==> config.mk <==
export PLATFORM = sky130hd
export DESIGN_NAME = axil_cmd_master
export DESIGN_NICKNAME = d
export VERILOG_FILES = /design/src/rtl/axil_cmd_master_pkg.sv /design/src/rtl/axil_cmd_master.sv
export SDC_FILE = /design/constraint.sdc
export NUM_CORES = 1
export LEC_CHECK = 0
export CORE_UTILIZATION = 45
export CTS_CLUSTER_DIAMETER = 200
export CTS_CLUSTER_SIZE = 12
export DETAILED_ROUTE_END_ITERATION = 8
export GPL_ROUTABILITY_DRIVEN = 0
export PLACE_DENSITY = 0.95
export SLEW_MARGIN = 30
export SYNTH_ARGS = -nofsm -noshare
export SYNTH_HDL_FRONTEND = slang
export SYNTH_SLANG_ARGS = --single-unit
export TNS_END_PERCENT = 1
==> constraint.sdc <==
create_clock -name ACLK -period 9.2 [get_ports ACLK]
set_clock_uncertainty 0.1 [all_clocks]
set_input_delay 1.84 -clock ACLK [delete_from_list [all_inputs] [get_ports ACLK]]
set_output_delay 1.84 -clock ACLK [all_outputs]
set_load 0.03 [all_outputs]
==> src/rtl/axil_cmd_master_pkg.sv <==
`timescale 1ns/1ps
// Shared definitions for axil_cmd_master: FSM state encoding, AXI response codes
// and the saturating error-counter step.
package axil_cmd_master_pkg;

    typedef enum logic [2:0] {
        ST_IDLE    = 3'd0,
        ST_WR_REQ  = 3'd1,
        ST_WR_RESP = 3'd2,
        ST_RD_REQ  = 3'd3,
        ST_RD_RESP = 3'd4,
        ST_RSP     = 3'd5
    } state_e;

    localparam logic [1:0] RESP_OKAY   = 2'b00;
    localparam logic [1:0] RESP_EXOKAY = 2'b01;
    localparam logic [1:0] RESP_SLVERR = 2'b10;
    localparam logic [1:0] RESP_DECERR = 2'b11;

    // Any non-OKAY code counts as an error; the counter sticks at all-ones.
    function automatic logic [15:0] err_step(input logic [15:0] cnt, input logic [1:0] resp);
        return ((resp != RESP_OKAY) && (cnt != 16'hFFFF)) ? cnt + 16'd1 : cnt;
    endfunction

endpackage

==> src/rtl/axil_cmd_master.sv <==
`timescale 1ns/1ps
// Purpose: turns one command (read or write) into one AXI4-Lite transaction and returns one response.
// Latency: accept -> AW/W or AR valid next cycle; B/R handshake -> rsp_valid next cycle.
// Backpressure: one transaction outstanding; cmd_ready only in IDLE; RSP holds until rsp_ready.
//
// Ports:
//   ACLK, reset            clock, asynchronous active-high reset
//   cmd_*                  command in (valid/ready, write flag, addr, wdata, wstrb)
//   rsp_*                  response out (valid/ready, write flag, rdata, resp)
//   AW*/W*/B*/AR*/R*       AXI4-Lite master channels
//   err_count              saturating count of non-OKAY responses
//   busy                   high whenever the FSM is not in IDLE
module axil_cmd_master
    import axil_cmd_master_pkg::*;
#(
    parameter int ADDR_W = 8,
    parameter int DATA_W = 32
) (
    input  logic                ACLK,
    input  logic                reset,
    // command
    input  logic                cmd_valid,
    output logic                cmd_ready,
    input  logic                cmd_write,
    input  logic [ADDR_W-1:0]   cmd_addr,
    input  logic [DATA_W-1:0]   cmd_wdata,
    input  logic [DATA_W/8-1:0] cmd_wstrb,
    // response
    output logic                rsp_valid,
    input  logic                rsp_ready,
    output logic                rsp_write,
    output logic [DATA_W-1:0]   rsp_rdata,
    output logic [1:0]          rsp_resp,
    // AXI4-Lite write
    output logic [ADDR_W-1:0]   AWADDR,
    output logic                AWVALID,
    input  logic                AWREADY,
    output logic [DATA_W-1:0]   WDATA,
    output logic [DATA_W/8-1:0] WSTRB,
    output logic                WVALID,
    input  logic                WREADY,
    input  logic [1:0]          BRESP,
    input  logic                BVALID,
    output logic                BREADY,
    // AXI4-Lite read
    output logic [ADDR_W-1:0]   ARADDR,
    output logic                ARVALID,
    input  logic                ARREADY,
    input  logic [DATA_W-1:0]   RDATA,
    input  logic [1:0]          RRESP,
    input  logic                RVALID,
    output logic                RREADY,
    // status
    output logic [15:0]         err_count,
    output logic                busy
);

    state_e                state_q, state_d;
    logic                  cmd_ready_q, cmd_ready_d;
    logic                  busy_q, busy_d;
    logic                  awvalid_q, awvalid_d;
    logic                  wvalid_q, wvalid_d;
    logic                  bready_q, bready_d;
    logic                  arvalid_q, arvalid_d;
    logic                  rready_q, rready_d;
    logic                  rsp_valid_q, rsp_valid_d;
    logic                  rsp_write_q, rsp_write_d;
    logic [DATA_W-1:0]     rsp_rdata_q, rsp_rdata_d;
    logic [1:0]            rsp_resp_q, rsp_resp_d;
    logic [ADDR_W-1:0]     awaddr_q, awaddr_d;
    logic [DATA_W-1:0]     wdata_q, wdata_d;
    logic [DATA_W/8-1:0]   wstrb_q, wstrb_d;
    logic [ADDR_W-1:0]     araddr_q, araddr_d;
    logic [15:0]           err_count_q, err_count_d;

    always_comb begin
        state_d     = state_q;
        awvalid_d   = awvalid_q;
        wvalid_d    = wvalid_q;
        bready_d    = bready_q;
        arvalid_d   = arvalid_q;
        rready_d    = rready_q;
        rsp_valid_d = rsp_valid_q;
        rsp_write_d = rsp_write_q;
        rsp_rdata_d = rsp_rdata_q;
        rsp_resp_d  = rsp_resp_q;
        awaddr_d    = awaddr_q;
        wdata_d     = wdata_q;
        wstrb_d     = wstrb_q;
        araddr_d    = araddr_q;
        err_count_d = err_count_q;

        unique case (state_q)
            ST_IDLE: begin
                if (cmd_valid && cmd_ready_q) begin
                    if (cmd_write) begin
                        state_d   = ST_WR_REQ;
                        awvalid_d = 1'b1;
                        wvalid_d  = 1'b1;
                        awaddr_d  = cmd_addr;
                        wdata_d   = cmd_wdata;
                        wstrb_d   = cmd_wstrb;
                    end else begin
                        state_d   = ST_RD_REQ;
                        arvalid_d = 1'b1;
                        araddr_d  = cmd_addr;
                    end
                end
            end
            ST_WR_REQ: begin
                // A channel whose VALID is already low has completed its handshake.
                if (awvalid_q && AWREADY) awvalid_d = 1'b0;
                if (wvalid_q && WREADY)   wvalid_d  = 1'b0;
                if (!awvalid_d && !wvalid_d) begin
                    state_d  = ST_WR_RESP;
                    bready_d = 1'b1;
                end
            end
            ST_WR_RESP: begin
                if (BVALID && bready_q) begin
                    state_d     = ST_RSP;
                    bready_d    = 1'b0;
                    rsp_valid_d = 1'b1;
                    rsp_write_d = 1'b1;
                    rsp_rdata_d = '0;
                    rsp_resp_d  = BRESP;
                    err_count_d = err_step(err_count_q, BRESP);
                end
            end
            ST_RD_REQ: begin
                if (arvalid_q && ARREADY) begin
                    state_d   = ST_RD_RESP;
                    arvalid_d = 1'b0;
                    rready_d  = 1'b1;
                end
            end
            ST_RD_RESP: begin
                if (RVALID && rready_q) begin
                    state_d     = ST_RSP;
                    rready_d    = 1'b0;
                    rsp_valid_d = 1'b1;
                    rsp_write_d = 1'b0;
                    rsp_rdata_d = RDATA;
                    rsp_resp_d  = RRESP;
                    err_count_d = err_step(err_count_q, RRESP);
                end
            end
            ST_RSP: begin
                if (rsp_ready) begin
                    state_d     = ST_IDLE;
                    rsp_valid_d = 1'b0;
                end
            end
            default: state_d = ST_IDLE;
        endcase
    end

    // Registered from the next state so both are valid in the same cycle as the state.
    assign cmd_ready_d = (state_d == ST_IDLE);
    assign busy_d      = (state_d != ST_IDLE);

    always_ff @(posedge ACLK or posedge reset) begin
        if (reset) begin
            state_q     <= ST_IDLE;
            cmd_ready_q <= 1'b0;
            busy_q      <= 1'b0;
            awvalid_q   <= 1'b0;
            wvalid_q    <= 1'b0;
            bready_q    <= 1'b0;
            arvalid_q   <= 1'b0;
            rready_q    <= 1'b0;
            rsp_valid_q <= 1'b0;
            rsp_write_q <= 1'b0;
            rsp_rdata_q <= '0;
            rsp_resp_q  <= 2'b00;
            awaddr_q    <= '0;
            wdata_q     <= '0;
            wstrb_q     <= '0;
            araddr_q    <= '0;
            err_count_q <= 16'd0;
        end else begin
            state_q     <= state_d;
            cmd_ready_q <= cmd_ready_d;
            busy_q      <= busy_d;
            awvalid_q   <= awvalid_d;
            wvalid_q    <= wvalid_d;
            bready_q    <= bready_d;
            arvalid_q   <= arvalid_d;
            rready_q    <= rready_d;
            rsp_valid_q <= rsp_valid_d;
            rsp_write_q <= rsp_write_d;
            rsp_rdata_q <= rsp_rdata_d;
            rsp_resp_q  <= rsp_resp_d;
            awaddr_q    <= awaddr_d;
            wdata_q     <= wdata_d;
            wstrb_q     <= wstrb_d;
            araddr_q    <= araddr_d;
            err_count_q <= err_count_d;
        end
    end

    assign cmd_ready = cmd_ready_q;
    assign busy      = busy_q;
    assign AWVALID   = awvalid_q;
    assign WVALID    = wvalid_q;
    assign BREADY    = bready_q;
    assign ARVALID   = arvalid_q;
    assign RREADY    = rready_q;
    assign rsp_valid = rsp_valid_q;
    assign rsp_write = rsp_write_q;
    assign rsp_rdata = rsp_rdata_q;
    assign rsp_resp  = rsp_resp_q;
    assign AWADDR    = awaddr_q;
    assign WDATA     = wdata_q;
    assign WSTRB     = wstrb_q;
    assign ARADDR    = araddr_q;
    assign err_count = err_count_q;

endmodule

=== Yosys cells after proc, flatten, opt, wreduce, memory -nomap -nowiden ===
Index checks and enable logic that the tools add are counted.
Widths: inputs -> output; s select.

* Logic and storage cells: 108
* Register bits after elaboration: 114
* Output and inout port bits: 111
* Bits of input ports: 90

* Reductions and logical operators: 31
* Equal/unequal tests: 16
* Add/sub/neg operators: 1
* Muxes and demuxes: 42
* Bitwise gates (word level): 1

{| class="wikitable"
|+ Operators by type and width
! kind !! number
|-
| $mux 16 || 4
|-
| $mux 32 || 2
|-
| $pmux 32 s2 || 1
|-
| $pmux 16 s2 || 1
|-
| $ne 2x2->1 const B || 10
|-
| $mux 3 || 6
|-
| $pmux 3 s6 || 1
|-
| $reduce_and 3->1 || 6
|-
| $add 16x1->16 const B || 1
|-
| $mux 1 || 16
|-
| $ne 16x16->1 const B || 1
|-
| $reduce_bool 2->1 || 7
|-
| $pmux 1 s2 || 6
|-
| $logic_and 1x1->1 || 9
|-
| $reduce_and 4->1 || 2
|-
| $eq 3x2->1 const B || 2
|-
| $eq 3x3->1 const B || 2
|-
| $logic_not 3->1 || 2
|-
| $mux 2 || 3
|-
| $reduce_bool 3->1 || 2
|-
| $reduce_and 5->1 || 1
|-
| $pmux 2 s2 || 1
|-
| $eq 3x1->1 const B || 1
|-
| $pmux 1 s3 || 1
|-
| 2 further kinds || 3
|}

=== Logic depth before layout (Yosys ltp) ===
Gate-level depths: netlist of run 1.

* Depth in word-level cells: 8
* Mapped depth: 7
* Mapped depth without buffers: 5

=== Worst setup path before layout of run 1 ===
Ideal clock, no wire load.

* Kind: input -> register
* Start point: input cmd_valid
* End point: register awaddr_q[0], in the netlist AWADDR[0]
* Stages on the path: 5
* Buffers on the path: 1
* Path slack: 6.036 ns
* Library setup time: 0.125 ns
* Arrival time: 2.939 ns
* Data required time: 8.975 ns
* Cell sequence: nand4b_1 > inv_1 > nand2_1 > clkbuf_1 > mux2_2

* Longest elaborated chain between the ends: 2

{| class="wikitable"
|+ RTL lines
! item !! line !! RTL
|-
| from (decl) || axil_cmd_master.sv:22 || <nowiki>input logic cmd_valid,</nowiki>
|-
| $logic_and 1x1->1 || axil_cmd_master.sv:95 || <nowiki>if (cmd_valid && cmd_ready_q) begin</nowiki>
|-
| $reduce_and 3->1 (no source line) || - ||
|-
| to (signal assigned) || axil_cmd_master.sv:194 || <nowiki>awaddr_q <= awaddr_d;</nowiki>
|-
| to (decl) || axil_cmd_master.sv:70 || <nowiki>logic [ADDR_W-1:0] awaddr_q, awaddr_d;</nowiki>
|}

No other way between the ends.
A chain may end at the register's enable or synchronous reset.

=== Worst setup path after layout of run 1 ===
* Start point: register err_count_q[0], in the netlist err_count[0]
* End point: output err_count[0]

{| class="wikitable"
|+ RTL lines
! item !! line !! RTL
|-
| from (decl) || axil_cmd_master.sv:74 || <nowiki>logic [15:0] err_count_q, err_count_d;</nowiki>
|-
| from (signal assigned) || axil_cmd_master.sv:198 || <nowiki>err_count_q <= err_count_d;</nowiki>
|-
| to (decl) || axil_cmd_master.sv:54 || <nowiki>output logic [15:0] err_count,</nowiki>
|}

No word-level cell between the ends.

==> out/results.ini, run 1 <==
[sta]
worstMarginPinSlew_ns = 0.856
period_minus_slack_ns = 3.61
final_hold_viol_count = 0
rsz0062_at_grt = false
worst_slack_ns = 5.59
setup_viol = 0
period_share_pct = 39.2
setup_tns_ns = 0
final_max_slew_viol_count = 0
slew_headroom_pct = 42.9
max_freq_mhz = 277

[clocking]
insertion_delay_ns = 0.50
clkTransAtPathRegs_ns = 0.05
cts_setup_buffers = 0
htreeDepth = 4
ctsHoldBuffers = 0
clockBufferDepth = 2
cts_buffers = 17
cts_root_buf = clkbuf_8
clock_sinks = 114
cts_resized = 0
cts_tree = done

[routing]
num_vias = 3498
drtIter0Drc = 104
wl_per_cell_um = 17.9
drt_wl_total_um = 12100
firstDrtPassIters = 7
viasPerCell = 5.19
antenna_left = 0
drc = 0

[logic_synthesis]
synth-edff-count = 0
syn-cell-area_um2 = 4470
ys.flop_type = dfrtp_1
yosysUniqueCellTypes = 38
syn_inst = 322
yosysWarnings = 0
syn_avg_cell_area_um2 = 13.9
ys_ff_latch = 114
synth_async_sr_flop_share_pct = 100
seq_area_frac_synth_pct = 63.8
synth_fp_nets = 413

[run]
drv_cap = 0

[worst_setup_path]
crit_chain = clkdlybuf4s50_1
crit_path_end_kind = output port
cp_max_fo = 5
cp_top_family = buffers and inverters
start_kind = register
critPathArrivalTime_ns = 1.67
path_buf_inv = 1
worstSetupPathType = register to output port
cpPeakStageDelay_ns = 0.72
critPathSlowestCell = clkdlybuf4s50_1
cp.required_ns = 7.26

[hold_path]
hold_path_class = register to register

[floorplanning]
die_height_um = 102
die_w_um = 102
die_area_um2 = 10300
core_um2 = 9680
num_rows = 36
io_pins = 201
initial_core_util_pct = 46.2

[status]
status = finished clean

[cells_and_area]
area_delta_synth_final_pct = 60.9
final_cell_area_um2 = 7190
antenna_cells = 0
nets = 619
utilization_pct = 74.3
drive_gt1_share_pct = 17.2
stdcell_count = 674

[place]
place_ws_ns = 4.77
placed_area_um2 = 6600
io_buffers = 200
dp_hpwl_um = 8280
numPlacedInstances = 641

[global_route]
grt_pass1_wl_um = 18700
grtUsageTotal_pct = 24.3
grt_max_degree = 70
grt_pass1_vias = 3702
grt-ovfl-total = 0
antenna_found_initial = 0

[power_and_ir_drop]
leakage_uw = 0.00319
irDropWorstVdd_uv = 245
powerDensity_nw_per_um2 = 357

==> metrics by stage <==
step | power (µW) | hold WS [ns]
after floorplan | 1430 | 0.489
after global placement | 1880 | 0.370
after detailed placement | 1920 | 0.374
after CTS | 2580 | 0.386
after global routing | 2680 | 0.397
final | 2570 | 0.383
==> cells by family after synthesis <==
logic type	after synthesis	share of synthesized area (%)
DFF	114	63.8
and+or+nand+nor	62	7.70
muxes	55	13.8
AOI/OAI and AO/OA	50	9.12
buffers and inverters	26	2.55
xor gates and xnor gates	14	2.74
adders and majority gates	1	0.280
==> layout make-up <==
cell class / instances / area, µm²
Timing Repair Buffer: 203 / 2030
Sequential cell: 114 / 2850
Multi-Input combinational cell: 182 / 1520
Clock inverter: 11 / 135
Fill cell: 618 / 2490
Tap cell: 133 / 166
Clock buffer: 21 / 449
Inverter: 10 / 40.0
==> flip-flops by register name (all words and copies together) (netlist names), 2 cells and up <==
register,cells
rsp_rdata,32
state_q,3
rsp_resp,2
err_count,16
WSTRB,4
WDATA,32
AWADDR,8
ARADDR,8
==> Yosys cell counts (all sizes together), types with 3 or more instances <==
library cell	instances	share of area (%)
nor2	6	0.50
and2	3	0.42
mux2	53	13
clkbuf	11	0.92
buf	5	0.78
and4	3	0.59
dfrtp	114	64
a32oi	3	0.59
a22o	33	6.5
xor2	12	2.4
o21ai	6	0.67
nor4	5	0.70
nor3	6	0.67
nand2	17	1.4
inv	10	0.84
nand3	6	0.67
nand4	6	0.84
and3	3	0.42
==> power by group <==
part	total (µW)	switching (µW)	internal, µW
clock network	643	220	423
logic	1110	609	501
registers	811	121	690
==> routing by layer <==
layer	part of all wire [%]	up-vias	global-route usage, %	wire length, µm
li1	-	1583	-	-
met1	38	1740	27.4	4620
met2	52	158	41.4	6310
met3	8.0	17	8.83	961
met4	1.5	0	10.4	183
met5	0	-	0	0
==> placed cells by master (no fill, tap or decap), drive strengths merged <==
master / instances
nor2: 6
a41oi: 1
nand4: 6
or2: 2
dfrtp: 114
and4: 3
nor3b: 2
mux2i: 2
nand2: 17
or3: 2
xnor2: 2
bufinv: 3
buf: 3
o2111ai: 1
a31oi: 1
nor3: 6
and2: 3
xor2: 12
clkinvlp: 2
o21ai: 6
nor4: 5
and3: 3
a2bb2oi: 1
a32oi: 3
ha: 1
nand4b: 1
o21bai: 1
nand3: 6
o32ai: 1
a22o: 33
o22ai: 1
mux2: 53
inv: 10
a21boi: 1
clkinv: 6
clkdlybuf4s50: 200
clkbuf: 21
==> worst paths after layout <==
kind	start	end	slack (ns)	cells past startpoint
max	err_count[0]	err_count[0]	5.59	1
min in group asynchronous	reset	ARADDR[2]	1.65	2
min reg2reg	rsp_resp[1]	rsp_resp[1]	0.38	2
min	rsp_resp[1]	rsp_resp[1]	0.38	2
max reg2reg	state_q[0]	err_count[13]	6.81	5
max in group asynchronous	reset	ARADDR[0]	6.07	3
No activity file was read; power rests on OpenSTA's default activity.
==> run 2, diff against run 1 <==
CORE_UTILIZATION = 38   (was 45)
PLACE_DENSITY = 0.86   (was 0.95)
clock period = 2.9 ns   (was 9.2 ns; I/O delays follow)
==> run 2 against run 1 <==
Utilization down 10 points. Flip-flop and latch count unchanged. Die area up 18%. Via count down 1.7%. Worst hold slack better by 0.0072 ns. First-iteration DRC count up 8.7%. Sequential share of layout area down 0.51 points. Highest routed layer unchanged.
==> out/results.ini, run 2 (same netlist as run 1, synthesis figures left out) <==
[worst_setup_path]
crit_chain = nor3b_2 -> o21ai_0 -> or3_1 -> and2_1 -> mux2_2
worstSetupPathType = register to register
r2r_cells = 5
cp_top_family = simple AND/OR/NAND/NOR gates
crit_path_end_kind = register
crit_cells = 5
path_buf_inv = 0
rr_startpoint = state_q[0]
reg2reg_slack_ns = 0.63
cp.required_ns = 3.08
critPathSlowestCell = dfrtp_1
critPathArrivalTime_ns = 2.45
cp_max_fo = 10
start_kind = register
r2r-end = err_count[1]
cpPeakStageDelay_ns = 0.51

[sta]
max_freq_mhz = 441
slew_headroom_pct = 57.6
setup_viol = 0
final_max_slew_viol_count = 0
period_share_pct = 78.3
period_minus_slack_ns = 2.27
rsz0062_at_grt = false
worstMarginPinSlew_ns = 0.635
setup_tns_ns = 0
final_hold_viol_count = 0

[status]
status = finished clean

[floorplanning]
die_w_um = 110
io_pins = 201
initial_core_util_pct = 39.2
num_rows = 39
die_height_um = 110
core_um2 = 11400
die_area_um2 = 12200

[hold_path]
hold_path_class = register to register
hold_end = err_count[15]
worstHoldPathCells = 1
hp-start = err_count[15]

[power_and_ir_drop]
leakage_uw = 0.00323
p_clk_share_pct = 25.8
seqPwrFrac_pct = 31.4
cellInternalPower_uw = 5200
comb_power_share_pct = 42.9
irDropWorstVdd_uv = 1010
powerDensity_nw_per_um2 = 1120
p_sw_share_pct = 36.4
net-switching-power_uw = 2970

[clocking]
cts_setup_buffers = 0
cts_root_buf = clkbuf_16
clockBufferDepth = 2
cts_resized = 0
cts_tree = done
insertion_delay_ns = 0.40
ctsHoldBuffers = 0
cts_buffers = 17
clkTransAtPathRegs_ns = 0.05
htreeDepth = 4
clock_sinks = 114

[cells_and_area]
nFillCells = 869
layout_commonest_cell = clkdlybuf4s50_1
antenna_cells = 0
stdcell_count = 686
nets = 622
final_cell_mix = clkdlybuf4s50_1, dfrtp_1, mux2_2, a22o_1, clkbuf_16
drive_gt1_share_pct = 17.7
area_delta_synth_final_pct = 63.0

[routing]
firstDrtPassIters = 4
wl_per_cell_um = 16.5
drc = 0
antenna_left = 0
num_vias = 3440
viasPerCell = 5.01
drt_wl_total_um = 11300
drtIter0Drc = 113

[global_route]
grt_pass1_vias = 3784
grtUsageTotal_pct = 19.5
grt_max_degree = 49
antenna_found_initial = 0
grt-ovfl-total = 0
grt_pass1_wl_um = 18800

[place]
dp_hpwl_um = 8140
io_buffers = 200
numPlacedInstances = 655

[run]
drv_cap = 0

-- run 2: cell types whose count changed in the layout (fill, tap and decap cells not counted), sizes merged --
cell      change
buf           +3
clkbuf        -1
clkinvlp      +1
inv           -1
-- run 2: worst register-to-register path, delay by kind of cell, from the launching register on --
kind	cells	cell delay [ns]
DFF	1	0.51
AOI/OAI and AO/OA	1	0.18
muxes	1	0.28
and+or+nand+nor	3	1.07
-- run 2: power groups by stage --
stage | combinational (µW) | sequential [µW] | clock, µW
floorplan | 873 | 3660 | 0
global placement | 3460 | 2540 | 0
detailed placement | 3520 | 2580 | 0
CTS | 3540 | 2560 | 2150
global route | 3680 | 2640 | 2210
finish | 3500 | 2560 | 2100
-- run 2: worst max-delay path by stage --
stage	from	end	slack [ns]
2_1_floorplan	err_count[0]	err_count[1]	0.78
4_1_cts	state_q[0]	err_count[1]	0.62
3_5_place_dp	BVALID	err_count[5]	0.33
5_1_grt	state_q[0]	err_count[14]	0.49
3_3_place_gp	BVALID	err_count[5]	0.42
6_report	state_q[0]	err_count[1]	0.63
-- run 2: metrics by stage --
stage | power, µW | instance area [µm²] | setup WS (ns) | utilization [%] | hold slack, ns
floorplan | 4530 | 4470 | 0.780 | - | 0.489
global placement | 6000 | 6680 | 0.425 | 58.5 | 0.378
detailed placement | 6100 | 6680 | 0.332 | 58.5 | 0.377
CTS | 8250 | 7290 | 0.618 | 63.8 | 0.393
global route | 8530 | 7290 | 0.494 | 63.8 | 0.407
finish | 8170 | 7290 | 0.630 | 63.8 | 0.390
-- run 2: cell type report --
class                           instances  area (µm²)  area share (%)
Sequential cell                       114        2850            39.2
Timing Repair Buffer                  206        2100            28.8
Multi-Input combinational cell        182        1510            20.8
Clock buffer                           20         467            6.41
Tap cell                              143         179            2.46
Clock inverter                         11         135            1.85
Inverter                               10        41.3           0.567
-- run 2: metal layers --
metal / global-route usage, % / wire length (µm) / vias up
li1: - / - / 1589
met1: 22.4 / 4520 / 1673
met2: 32.5 / 5640 / 161
met3: 7.41 / 967 / 17
met4: 8.62 / 198 / 0
met5: 0 / 0 / -
==> run 3, diff against run 2 <==
CORE_UTILIZATION = 42   (was 38)
PLACE_DENSITY = 0.9   (was 0.86)
clock period = 2.4 ns   (was 2.9 ns; I/O delays follow)
==> run 3 against run 2 <==
Final area is 0.45% lower. Count of clock-buffer cells in the layout is 1 higher. Non-clock buffer count is 6 higher. Highest routed layer unchanged.
==> out/results.ini, run 3 (same netlist as run 1, synthesis figures left out) <==
[sta]
worstMarginPinSlew_ns = 0.484
rsz0062_at_grt = false
final_max_slew_viol_count = 0
slew_headroom_pct = 67.7
final_hold_viol_count = 0
max_freq_mhz = 442
period_minus_slack_ns = 2.26
period_share_pct = 94.4
setup_viol = 0

[worst_setup_path]
start_kind = register
cp_max_fo = 10
cp.required_ns = 2.72
critPathArrivalTime_ns = 2.58
worstSetupPathType = register to register
crit_path_end_kind = register
reg2reg_slack_ns = 0.14

[floorplanning]
core_um2 = 10300
initial_core_util_pct = 43.3
num_rows = 37
die_area_um2 = 11100
die_height_um = 105
io_pins = 201
die_w_um = 105

[power_and_ir_drop]
p_sw_share_pct = 37.0
irDropWorstVdd_uv = 827
power_uw = 9730
seqPwrFrac_pct = 31.7
p_clk_share_pct = 24.2
comb_power_share_pct = 44.0
cellInternalPower_uw = 6120
net-switching-power_uw = 3600
leakage_uw = 0.00322
powerDensity_nw_per_um2 = 1340

[cells_and_area]
nets = 628
ff_latch_area_um2 = 2850
multi_input_area_um2 = 1510
layout_commonest_cell = clkdlybuf4s50_1
final_cell_area_um2 = 7250
antenna_cells = 0
area_delta_synth_final_pct = 62.2
nFillCells = 721
drive_gt1_share_pct = 18.2
final_cell_mix = clkdlybuf4s50_1, dfrtp_1, mux2_2, a22o_1

[global_route]
grt_pass1_vias = 3870
grt-ovfl-total = 0
antenna_found_initial = 0
grt_max_degree = 76
grtUsageTotal_pct = 21.9
grt_pass1_wl_um = 18900

[routing]
drtIter0Drc = 149
viasPerCell = 5.12
drc = 0
num_vias = 3506
drt_wl_total_um = 11500
antenna_left = 0
wl_per_cell_um = 16.8
firstDrtPassIters = 6

[place]
io_buffers = 200
placed_area_um2 = 6670
dp_hpwl_um = 8060

[clocking]
insertion_delay_ns = 0.49
cts_resized = 0
clkTransAtPathRegs_ns = 0.06
htreeDepth = 4
clock_sinks = 114
clockBufferDepth = 2
cts_tree = done
cts_buffers = 17
cts_root_buf = clkbuf_8

[run]
drv_cap = 0

[hold_path]
hold_path_class = primary input to asynchronous set/reset pin

[status]
status = finished clean

run 3: cell count changes in the layout (fill, tap and decap cells not counted):
cell / before / now
buf_4: 2 / 10
clkbuf_1: 0 / 2
inv_6: 0 / 1
clkinv_2: 6 / 5
bufinv_16: 3 / 2
clkbuf_16: 17 / 16
buf_12: 4 / 2
run 3: final cells by class:
type	count	share of cell area [%]
multi-input combinational	182	20.9
sequential	114	39.3
timing repair buffer	212	29.2
inverter	10	0.569
clock buffer	21	6.19
clock inverter	10	1.50
tap	136	2.35
run 3: worst paths after layout:
path	end	depth (start not counted)	from
max	err_count[14]	5	state_q[2]
min	WDATA[6]	3	reset
max reg2reg	err_count[14]	5	state_q[2]
min reg2reg	rsp_resp[0]	2	rsp_resp[0]
max in group asynchronous	state_q[2]	3	reset
min in group ACLK	rsp_resp[0]	2	rsp_resp[0]
run 3: metrics by stage:
step	util [%]	setup TNS, ns	hold slack (ns)	std cells	setup WS (ns)
final	70.3	0	0.365	685	0.135
after detailed placement	64.6	-0.0311	0.381	651	-0.0311
after CTS	70.0	0	0.354	682	0.0864
after global placement	64.6	0	0.375	651	0.103
after global routing	70.3	0	0.404	685	0.000964
after floorplan	-	0	0.489	322	0.280
run 3: power by group through the flow:
stage / logic (µW) / clock network (µW) / registers, µW
3_3_place_gp: 4200 / 0 / 3050
2_1_floorplan: 1050 / 0 / 4420
3_5_place_dp: 4270 / 0 / 3110
4_1_cts: 4300 / 2400 / 3090
5_1_grt: 4510 / 2490 / 3180
6_report: 4280 / 2360 / 3090
run 3: critical path, cell delays in order, from the launching register on:
cell,delay (ns)
dfrtp_1,0.46
nor3b_2,0.43
a32oi_2,0.19
or2_1,0.41
nor4_1,0.43
xor2_1,0.17
run 3: repair_timing:
| item | CTS | global route |
|---|---|---|
| hold buffers | 0 | 0 |
| hold endpoints to repair | 0 | 0 |
| setup buffers | 0 | 3 |
| setup endpoints to repair | 0 | 5 |
run 3: metal layers:
metal | GRT usage [%] | wire length, µm
met5 | 0 | 0
met4 | 9.26 | 251
met3 | 8.05 | 970
met2 | 36.3 | 5730
met1 | 25.7 | 4560
